[src/rtl/sync_dual_rail_tx_pkg.sv]
// Shared types for the dual-rail async datapath: rail pair, transmitter states and
// the binary to dual-rail encoder.
package pa_AsyncCordic;

    typedef struct packed {
        logic data_1;
        logic data_0;
    } dual_rail_t;

    typedef enum logic [1:0] {
        IDLE   = 2'd0,
        EVAL   = 2'd1,
        SPACER = 2'd2
    } tx_state_e;

    localparam int unsigned MAX_W = 64;
    typedef dual_rail_t [MAX_W-1:0] dr_word_t;

    function automatic dual_rail_t encode_bit(input logic b);
        dual_rail_t r;
        r.data_1 = b;
        r.data_0 = ~b;
        return r;
    endfunction

    // Word-wide encoder; narrower words are zero-extended by the caller.
    function automatic dr_word_t encode(input logic [MAX_W-1:0] word);
        dr_word_t r;
        for (int i = 0; i < MAX_W; i++) begin
            r[i] = encode_bit(word[i]);
        end
        return r;
    endfunction

endpackage

[src/rtl/sync_dual_rail_tx_ack_sync.sv]
// Flop-chain synchronizer for an asynchronous acknowledge; clears to 0 on reset.
module AsyncAckSynchronizer #(
    parameter int SYNC_STAGES = 2
) (
    input  logic clk,
    input  logic rst,
    input  logic d,
    output logic q
);

    logic [SYNC_STAGES-1:0] chain;

    always_ff @(posedge clk) begin
        if (rst) begin
            chain <= '0;
        end else begin
            chain <= {chain[SYNC_STAGES-2:0], d};
        end
    end

    assign q = chain[SYNC_STAGES-1];

endmodule

[src/rtl/sync_dual_rail_tx.sv]
// Clocked front end of the dual-rail pipeline: accepts a word, drives its codeword and
// runs a 4-phase return-to-zero handshake against the synchronized receiver ack.
module sync_dual_rail_tx
    import pa_AsyncCordic::*;
#(
    parameter int SIZE        = 7,
    parameter int SYNC_STAGES = 2,
    parameter int TIMEOUT     = 255
) (
    input  logic                 clk,
    input  logic                 rst,
    input  logic                 in_valid,
    output logic                 in_ready,
    input  logic [SIZE:0]        in_data,
    output dual_rail_t [SIZE:0]  dr_o,
    input  logic                 ack_i,
    output logic                 busy,
    output logic                 timeout_err
);

    localparam int CNT_W   = (TIMEOUT < 1) ? 1 : $clog2(TIMEOUT + 1);
    localparam int PRIME_W = $clog2(SYNC_STAGES + 1);
    localparam logic [CNT_W-1:0]   CNT_MAX   = '1;
    localparam logic [CNT_W-1:0]   TO_VAL    = CNT_W'(TIMEOUT);
    localparam logic [PRIME_W-1:0] PRIME_END = PRIME_W'(SYNC_STAGES);

    tx_state_e             state;
    logic                  ack_s;
    logic [CNT_W-1:0]      cnt;
    logic [CNT_W-1:0]      cnt_inc;
    logic [PRIME_W-1:0]    prime_cnt;
    logic                  primed;
    dual_rail_t [SIZE:0]   enc;

    AsyncAckSynchronizer #(.SYNC_STAGES(SYNC_STAGES)) u_ack_sync (
        .clk (clk),
        .rst (rst),
        .d   (ack_i),
        .q   (ack_s)
    );

    always_comb begin
        enc = '0;
        for (int i = 0; i <= SIZE; i++) begin
            enc[i] = encode_bit(in_data[i]);
        end
    end

    // ack_s only reflects ack_i once the synchronizer has refilled after reset, so the
    // SPACER exit is held off until then; a receiver still holding ack is not missed.
    assign primed  = (prime_cnt == PRIME_END);
    assign cnt_inc = (cnt == CNT_MAX) ? cnt : cnt + CNT_W'(1);

    always_ff @(posedge clk) begin
        if (rst) begin
            state       <= SPACER;
            dr_o        <= '0;
            in_ready    <= 1'b0;
            busy        <= 1'b1;
            cnt         <= '0;
            timeout_err <= 1'b0;
            prime_cnt   <= '0;
        end else begin
            if (!primed) begin
                prime_cnt <= prime_cnt + PRIME_W'(1);
            end
            case (state)
                IDLE: begin
                    if (in_valid && in_ready) begin
                        dr_o     <= enc;
                        state    <= EVAL;
                        in_ready <= 1'b0;
                        busy     <= 1'b1;
                        cnt      <= '0;
                    end
                end
                EVAL: begin
                    if (ack_s) begin
                        dr_o  <= '0;
                        state <= SPACER;
                        cnt   <= '0;
                    end else begin
                        cnt <= cnt_inc;
                        if (TIMEOUT != 0 && cnt_inc == TO_VAL) timeout_err <= 1'b1;
                    end
                end
                SPACER: begin
                    if (primed && !ack_s) begin
                        state    <= IDLE;
                        in_ready <= 1'b1;
                        busy     <= 1'b0;
                        cnt      <= '0;
                    end else begin
                        cnt <= cnt_inc;
                        if (TIMEOUT != 0 && cnt_inc == TO_VAL) timeout_err <= 1'b1;
                    end
                end
                default: begin
                    state    <= SPACER;
                    dr_o     <= '0;
                    in_ready <= 1'b0;
                    busy     <= 1'b1;
                    cnt      <= '0;
                end
            endcase
        end
    end

endmodule

[config.mk]
export PLATFORM = sky130hd
export DESIGN_NAME = sync_dual_rail_tx
export DESIGN_NICKNAME = d
export VERILOG_FILES = /design/src/rtl/sync_dual_rail_tx_pkg.sv /design/src/rtl/sync_dual_rail_tx_ack_sync.sv /design/src/rtl/sync_dual_rail_tx.sv
export SDC_FILE = /design/constraint.sdc
export NUM_CORES = 1
export LEC_CHECK = 0
export CAP_MARGIN = 20
export CORE_ASPECT_RATIO = 1.5
export CORE_MARGIN = 2
export CORE_UTILIZATION = 45
export DETAILED_ROUTE_END_ITERATION = 10
export PLACE_DENSITY = 0.74
export SYNTH_ARGS = -nofsm -noshare
export SYNTH_HDL_FRONTEND = slang
export SYNTH_HIERARCHICAL = 1
export SYNTH_SLANG_ARGS = --single-unit
[constraint.sdc]
create_clock -name clk -period 1.91 [get_ports clk]
set_clock_uncertainty 0.05 [all_clocks]
set_input_delay 0.382 -clock clk [delete_from_list [all_inputs] [get_ports clk]]
set_output_delay 0.382 -clock clk [all_outputs]
set_load 0.005 [all_outputs]
Word-level counts from Yosys, hierarchy flattened
Cells that the tools add are included.
{ "word_totals": {"word_cells": 76, "output_inout_bits": 19, "register_bits": 33, "in_bits": 12} }
{ "classes": {"n_eq_ne": 10, "add_sub_neg": 2, "bitwise_logic": 10, "n_reduce_logical": 9, "mux": 22} }
{ "op_table": {"columns": ["operator", "count"], "rows": [
  ["$pmux 16 s3", 1],
  ["$mux 16", 2],
  ["$mux 8", 4],
  ["$pmux 8 s3", 1],
  ["$eq 8x8->1 const B", 2],
  ["$reduce_and 3->1", 4],
  ["$not 1->1", 10],
  ["$add 8x1->8 const B", 1],
  ["$ne 2x2->1 const B", 4],
  ["$mux 1", 7],
  ["$mux 2", 3],
  ["$pmux 1 s3", 2],
  ["$pmux 2 s3", 1],
  ["$eq 2x2->1 const B", 2],
  ["$add 2x1->2 const B", 1],
  ["$eq 2x1->1 const B", 1],
  ["$logic_and 1x1->1", 2],
  ["$logic_not 2->1", 1],
  ["$ne 2x1->1 const B", 1],
  ["$pmux 1 s2", 1],
  ["$reduce_bool 2->1", 1],
  ["$logic_not 1->1", 1]
]} }

Depth between registers and ports, before layout
Gate-level depths: netlist of run 1.
{ "logic_depth": {"word_depth": 6, "depth_mapped": 9, "depth_no_buf": 7} }

Modules after synthesis
The synthesis of run 1 kept the hierarchy.
{ "modules_own_cells": {"columns": ["module", "n_inst", "seq_area_each_um2", "area_per_inst_um2", "cells_per_inst"], "rows": [
  ["sync_dual_rail_tx", 1, 620.6, 1466.4, 181],
  ["AsyncAckSynchronizer", 1, 40.0, 52.6, 4]
]} }

Least setup slack after synthesis of run 1
OpenSTA, ideal clock, no wires.
{ "synth_timing": {"path_kind": "reg-to-reg", "start": "reg state[1]", "end": "reg dr_o[0] (netlist bit)", "stages_incl_launch_ff": 8, "setup_time_ns": 0.071, "path_buffers": 1, "period_less_slack_ns": 1.813, "required_time_ns": 1.789, "path_slack_ns": 0.097, "arrival_time_ns": 1.693, "path_cell_list": "dfxtp_1 > inv_1 > ha_1 > nor2b_4 > or3_4 > buf_6 > or3_1 > a21oi_1"} }
{ "synth_via": {"elab_chain_len": 3, "word_cells_on_any_way": 8, "cone_classes": "eq/ne (4); mux (1); bitwise (1); reduce/logical (2)"} }
{ "synth_lines": {"columns": ["element", "line", "rtl"], "rows": [
  ["start, declared", "sync_dual_rail_tx.sv:27", "tx_state_e state;"],
  ["start signal, assigned", "sync_dual_rail_tx.sv:56", "state <= SPACER;"],
  ["start signal, assigned", "sync_dual_rail_tx.sv:71", "state <= EVAL;"],
  ["start signal, assigned", "sync_dual_rail_tx.sv:80", "state <= SPACER;"],
  ["$eq 2x1->1 (tied with other cells)", "sync_dual_rail_tx.sv:67", "case (state)"],
  ["$ne 2x1->1 (no line) (tied with other cells)", null, null],
  ["$reduce_and 3->1 (no line)", null, null],
  ["end signal, assigned", "sync_dual_rail_tx.sv:70", "dr_o <= enc;"],
  ["end, declared", "sync_dual_rail_tx.sv:15", "output dual_rail_t [SIZE:0] dr_o,"]
]} }
Parallel ways exist; a longest one is shown, timed or not.
A chain may end at the register's enable or synchronous reset.

Final worst setup path of run 1
{ "layout_timing": {"start": "reg state[0]", "end": "reg dr_o[13] (netlist bit)"} }
Same word-level chain as after synthesis.

==> results of run 1 <==
## flip-flops by register name, indices dropped and copies added (netlist names)
name              flops
dr_o                 16
cnt                   8
prime_cnt             2
state                 2
u_ack_sync/chain      2
busy                  1
in_ready              1
timeout_err           1
## worst reg2reg max path, stage by stage (launching register included)
cell and delay, ns:
dfxtp_1 0.35, inv_1 0.09, ha_2 0.23, inv_2 0.07
a21oi_2 0.04, or3_4 0.42, buf_2 0.19, buf_4 0.14
nand2_1 0.06, a21oi_1 0.06
## worst paths after layout
kind | cells past startpoint | slack [ns] | endpoint | start
setup / recovery | 9 | 0.1 | dr_o[13] | state[0]
hold / removal | 1 | 0.39 | u_ack_sync/chain[1] | u_ack_sync/chain[0]
setup reg to reg | 9 | 0.1 | dr_o[13] | state[0]
hold reg to reg | 1 | 0.39 | u_ack_sync/chain[1] | u_ack_sync/chain[0]
## what timing repair did
item / 4_1_cts / 5_1_grt
setup endpoints to repair: 0 / 11
hold endpoints to repair: 0 / 0
resized for setup: 0 / 4
buffers inserted: 0 / 2
## metal layers
layer  share of wire, %  vias up  global-route usage (%)  routed length, um
met2                 53       36                    38.6               2030
met1                 41      698                    20.9               1540
met4                2.2        0                    9.94                 82
met3                3.8        7                    4.96                145
met5                  0        -                       0                  0
li1                   -      752                       -                  -
## power by group through the flow
stage / clock network (W) / registers (W) / logic, W
after CTS: 0.000596 / 0.000848 / 0.00122
after global placement: 0 / 0.000857 / 0.00118
final: 0.000590 / 0.000849 / 0.00131
after detailed placement: 0 / 0.000864 / 0.00121
after floorplan: 0 / 0.000859 / 0.000739
after global routing: 0.000622 / 0.000861 / 0.00144
## placed cells by master, fill, tap and decap left out, drive strengths merged, types with 2 or more instances in the layout
| master | instances |
|---|---|
| xnor2 | 2 |
| buf | 18 |
| a22oi | 2 |
| nor4 | 2 |
| dfxtp | 33 |
| clkdlybuf4s50 | 30 |
| a21oi | 26 |
| ha | 5 |
| o21ai | 8 |
| nor3b | 2 |
| nor2 | 14 |
| nand2 | 27 |
| nor2b | 5 |
| nor3 | 7 |
| inv | 6 |
| or3 | 10 |
| nand3 | 11 |
| clkbuf | 7 |
## logic make-up (layout without fill, tap and decap cells)
family / Yosys count / in the layout
buf+inv: 12 / 62
compound gates: 46 / 46
fa+ha+maj: 5 / 5
simple gates: 84 / 84
mux: 2 / 2
flops: 33 / 33
xor+xnor: 3 / 3
## per-stage QoR
step | std cells | setup TNS, ns | utilization [%]
final | 275 | 0 | 65.3
after global routing | 275 | 0 | 65.3
after CTS | 273 | 0 | 64.5
after detailed placement | 265 | -0.689 | 61.3
after global placement | 265 | -0.172 | 61.3
after floorplan | 185 | 0 | -
## cell type report
class | instances | area (um2) | area share, %
clock buffer | 7 | 96.3 | 4.63
clock inverter | 1 | 5.00 | 0.240
inverter | 6 | 22.5 | 1.08
multi-input combinational | 140 | 815 | 39.1
sequential | 33 | 661 | 31.7
tap | 40 | 50.0 | 2.40
timing repair buffer | 48 | 433 | 20.8
==> reports/metrics.cfg, run 1 <==
[outcome]
outcome=finished clean

[logic_synthesis]
syn_area_um2=1520
synth_area_leaders=dfxtp_1 (43%), a21oi_1 (8.2%), nand2_1 (6.7%)
synth.largest_area_cell=dfxtp_1
syn_inst=185
synthMuxAreaShare_pct=1.40
yosys_warnings=6
synth-compound-area-share_pct=17.9
synth_ff_type=dfxtp_1
avgSynthCellArea_um2=8.21
ys_top_cells_by_count=dfxtp_1 (33), nand2_1 (27), a21oi_1 (25), nor2_1 (14), nand3_1 (11)
synthSimpleGateAreaFrac_pct=27.8
synth-edff-count=0
synth_adder_area_share_pct=4.12
async_flop_share_pct=0
seq_area_frac_synth_pct=43.5
synth.most_common_cell=dfxtp_1
synth_fp_nets=202
synthXorXnorAreaFrac_pct=1.73
synth_seq_cells=33
synth_top_family_by_area=simple AND/OR/NAND/NOR gates
ys_types=41
yosys.area.top_type_share_pct=43.5

[hold_path]
hold_path.class=register to register

[route]
viasPerCell=5.43
drt_first_pass_iters=4
wl_mm=3.80
wire_per_inst_um=13.8
drt_iter0_markers=32
ant_nets=0
drc_errors=0
num_vias=1493

[grt]
overflow=0
grt_pass1_vias=1381
antenna_found_initial=0
grt_pass1_wl_mm=5.96
grt.total_usage_pct=20.5
grt_max_degree=33

[place]
dpl.hpwl_mm=2.67
portBuffers=30
post_dp_cell_area_um2=1960
gp_congestion=0.848
dp_slack_ns=-0.0872

[timing]
fmax_mhz=552
drv_slew=0
whs_ns=0.393
hold_viol_final=0
worst_slack_ns=0.0992
min_period_ns=1.81
rsz0062_at_grt=no
slew_headroom_pct=77.5
tightest_slew_ns=0.338
timing.final.crit_share_pct=94.8
finalSetupViolCount=0

[pwr]
p_total_w=0.00275
p_per_area_nw_per_um2=1320
power_leakage_nw=0.756
combPwrFrac_pct=47.6
power.clock.fraction_pct=21.5
p_switching_w=0.00104
seqPwrFrac_pct=30.9
switching_share_pct=37.9
vdd_drop_max_v=0.000857
power.internal_w=0.00171

[clocking]
clock_path_buffers=2
clkSinkCount=33
postCtsHoldBufs=0
tritoncts=done
htree_levels=2
cts.clk_slew.worst_paths_ns=0.07
cts-root-buf=clkbuf_8
clkLatencyLatePin_ns=0.29
cts_buffers=5

[setup_path]
required_ns=2.02
cp_top_family=buffers and inverters
worstPathMaxFanout=10
cp-start-kind=register
cp.buffers_inverters=4
slowest_stage=or3_4
slowest_delay_ns=0.42
cp_data_arrival_time_ns=1.92
path_class=register to register
crit_chain=inv_1, ha_2, inv_2, a21oi_2, or3_4, buf_2, buf_4, nand2_1, a21oi_1
endpoint_kind=register

[final_layout]
fillers=280
syn_to_final_growth_pct=37.1
final_area_um2=2080
final_nets=251
antennaDiodeCount=0
drive_above_1_share_pct=15.7

[die]
die-area_um2=3870
die_w_um=51.4
ioPinCount=31
coreArea_um2=3190
initial_core_util_pct=47.6
rows=25
fp.dieH_um=75.2

[job]
max_cap_violations=0

(Power assumes the default switching activity.)
==> run 2: changes to the inputs <==
- PLACE_DENSITY: 0.74 -> 0.71
- SLEW_MARGIN: not set -> 20
- clock period: 1.91 -> 1.8 ns (I/O delays scaled with it)
==> reports/metrics.cfg, run 2 (synthesized netlist as in run 1, its figures left out) <==
[outcome]
outcome=finished clean

[final_layout]
antennaDiodeCount=0  ; unchanged
final_nets=253  ; +0.80%
largest_register=dr_o
syn_to_final_growth_pct=40.1
final_cells=276  ; +0.36%
final_cell_mix=dfxtp_1 (32), clkdlybuf4s50_1 (30), nand2_1 (26)
largest_register_ff_count=16  ; unchanged
drive_above_1_share_pct=19.1  ; +3.3 points
layout.cells.most_common=dfxtp_1
reg.largest.list=dr_o (16), cnt (8)

[pwr]
power.internal_w=0.00182  ; +6.8%
p_per_area_nw_per_um2=1390  ; +5.4%
p_switching_w=0.00114  ; +9.4%
combPwrFrac_pct=50.8  ; +3.2 points
seqPwrFrac_pct=30.4  ; -0.5 points
switching_share_pct=38.5  ; +0.58 points
power_leakage_nw=0.761  ; +0.61%
power.clock.fraction_pct=18.8  ; -2.7 points
vdd_drop_max_v=0.000876  ; +2.2%

[clocking]
cts_buffers=5  ; unchanged
clock_path_buffers=2  ; unchanged
clkSinkCount=33  ; unchanged
clkLatencyLatePin_ns=0.28  ; about the same
cts.clk_slew.worst_paths_ns=0.06  ; about the same
cts_setup_buffers=0  ; unchanged
tritoncts=done
cts-root-buf=clkbuf_8
htree_levels=2  ; unchanged

[timing]
finalSetupViolCount=0  ; unchanged
min_period_ns=1.75  ; -0.0608 ns
hold_viol_final=0  ; unchanged
drv_slew=0  ; unchanged
whs_ns=0.397  ; +0.00443 ns
slew_headroom_pct=76.5  ; -0.93 points
tightest_slew_ns=0.351  ; +0.0127 ns
rsz0062_at_grt=yes
fmax_mhz=571  ; +3.5%
timing.final.crit_share_pct=97.2  ; +2.4 points

[route]
ant_nets=0  ; unchanged
drc_errors=0  ; unchanged
num_vias=1562  ; +4.6%
drt_first_pass_iters=5  ; +1
wire_per_inst_um=14.2  ; +2.4%
viasPerCell=5.66  ; +4.2%
drt_iter0_markers=29  ; -9.4%
wl_mm=3.91  ; +2.7%

[place]
dpl.hpwl_mm=2.74  ; +2.4%
portBuffers=30  ; unchanged
gp_congestion=0.888  ; +4.7%
dp.cells=268  ; +1.1%

[die]
ioPinCount=31  ; unchanged
fp.dieH_um=75.2  ; unchanged
initial_core_util_pct=47.6  ; unchanged
die-area_um2=3870  ; unchanged
coreArea_um2=3190  ; unchanged
rows=25  ; unchanged
die_w_um=51.4  ; unchanged

[grt]
grt_pass1_wl_mm=6.07  ; +1.9%
grt.total_usage_pct=21.5  ; +0.94 points
antenna_found_initial=0  ; unchanged
overflow=0  ; unchanged
grt_max_degree=33  ; unchanged
grt_pass1_vias=1398  ; +1.2%

[setup_path]
reg2reg_to=dr_o[10]
required_ns=1.96  ; -0.06 ns
endpoint_kind=register
worstPathMaxFanout=8  ; -2
r2r-start=state[1]
cp-startpoint=state[1]
reg2reg_slack_ns=0.05  ; -0.05 ns
cp-start-kind=register
endpoint=dr_o[10]
cp_data_arrival_time_ns=1.91  ; about the same
path_class=register to register
reg2reg_depth=6  ; -3

[job]
max_cap_violations=0  ; unchanged

[hold_path]
hold_path.class=register to register
min-delay-start=dr_o[11]

==> run 2: cell count changes in the layout (fill, tap and decap cells not counted), sizes merged <==
cell and change:
buf +1, clkinv -1, or3 +1
==> run 2: critical path, stage by stage (launching register included) <==
cell     delay [ns]
dfxtp_2        0.34
inv_1          0.06
ha_2           0.18
nor2b_4        0.14
or3_4          0.44
or3_1          0.32
a21oi_1        0.15
==> run 2: routing by layer <==
metal	global-route usage, %	part of all wire, %
met1	21.8	39
met2	39.3	53
met3	4.56	4.6
met4	13.5	3.4
met5	0	0
==> run 2: cell type report <==
cell class	count	area [um2]
sequential	33	662
timing repair buffer	49	443
inverter	6	22.5
tap	40	50.0
fill	260	1060
clock buffer	7	86.3
multi-input combinational	141	865
==> run 2: how the worst min path moves through the flow <==
stage	endpoint	depth (start not counted)
floorplan	u_ack_sync/chain[1]	1
global placement	u_ack_sync/chain[1]	1
detailed placement	dr_o[5]	2
CTS	dr_o[5]	2
global route	u_ack_sync/chain[1]	1
finish	dr_o[11]	2
==> run 2: what timing repair did <==
action	CTS	global route
cloned	0	1
pin swaps	0	4
setup endpoints to repair	4	13
gates resized for setup	1	13
hold buffers	0	0
==> run 2: stage by stage <==
stage / setup slack [ns] / power, W / TNS [ns] / utilization (%) / cell area, um2
3_5_place_dp: -0.175 / 0.00226 / -2.18 / 62.1 / 1980
6_report: 0.0500 / 0.00296 / 0 / 66.7 / 2130
2_1_floorplan: 0.00975 / 0.00170 / 0 / - / 1520
4_1_cts: 0.00273 / 0.00283 / 0 / 64.9 / 2070
5_1_grt: -0.0257 / 0.00317 / -0.0839 / 66.7 / 2130
3_3_place_gp: -0.129 / 0.00219 / -1.26 / 62.1 / 1980
==> run 2: power by group through the flow <==
| stage | Clock, W | Combinational [W] | Sequential, W |
|---|---|---|---|
| final | 0.000555 | 0.00150 | 0.000901 |
| after global routing | 0.000605 | 0.00165 | 0.000910 |
| after CTS | 0.000569 | 0.00137 | 0.000897 |
| after detailed placement | 0 | 0.00135 | 0.000912 |
| after global placement | 0 | 0.00128 | 0.000904 |
| after floorplan | 0 | 0.000785 | 0.000912 |
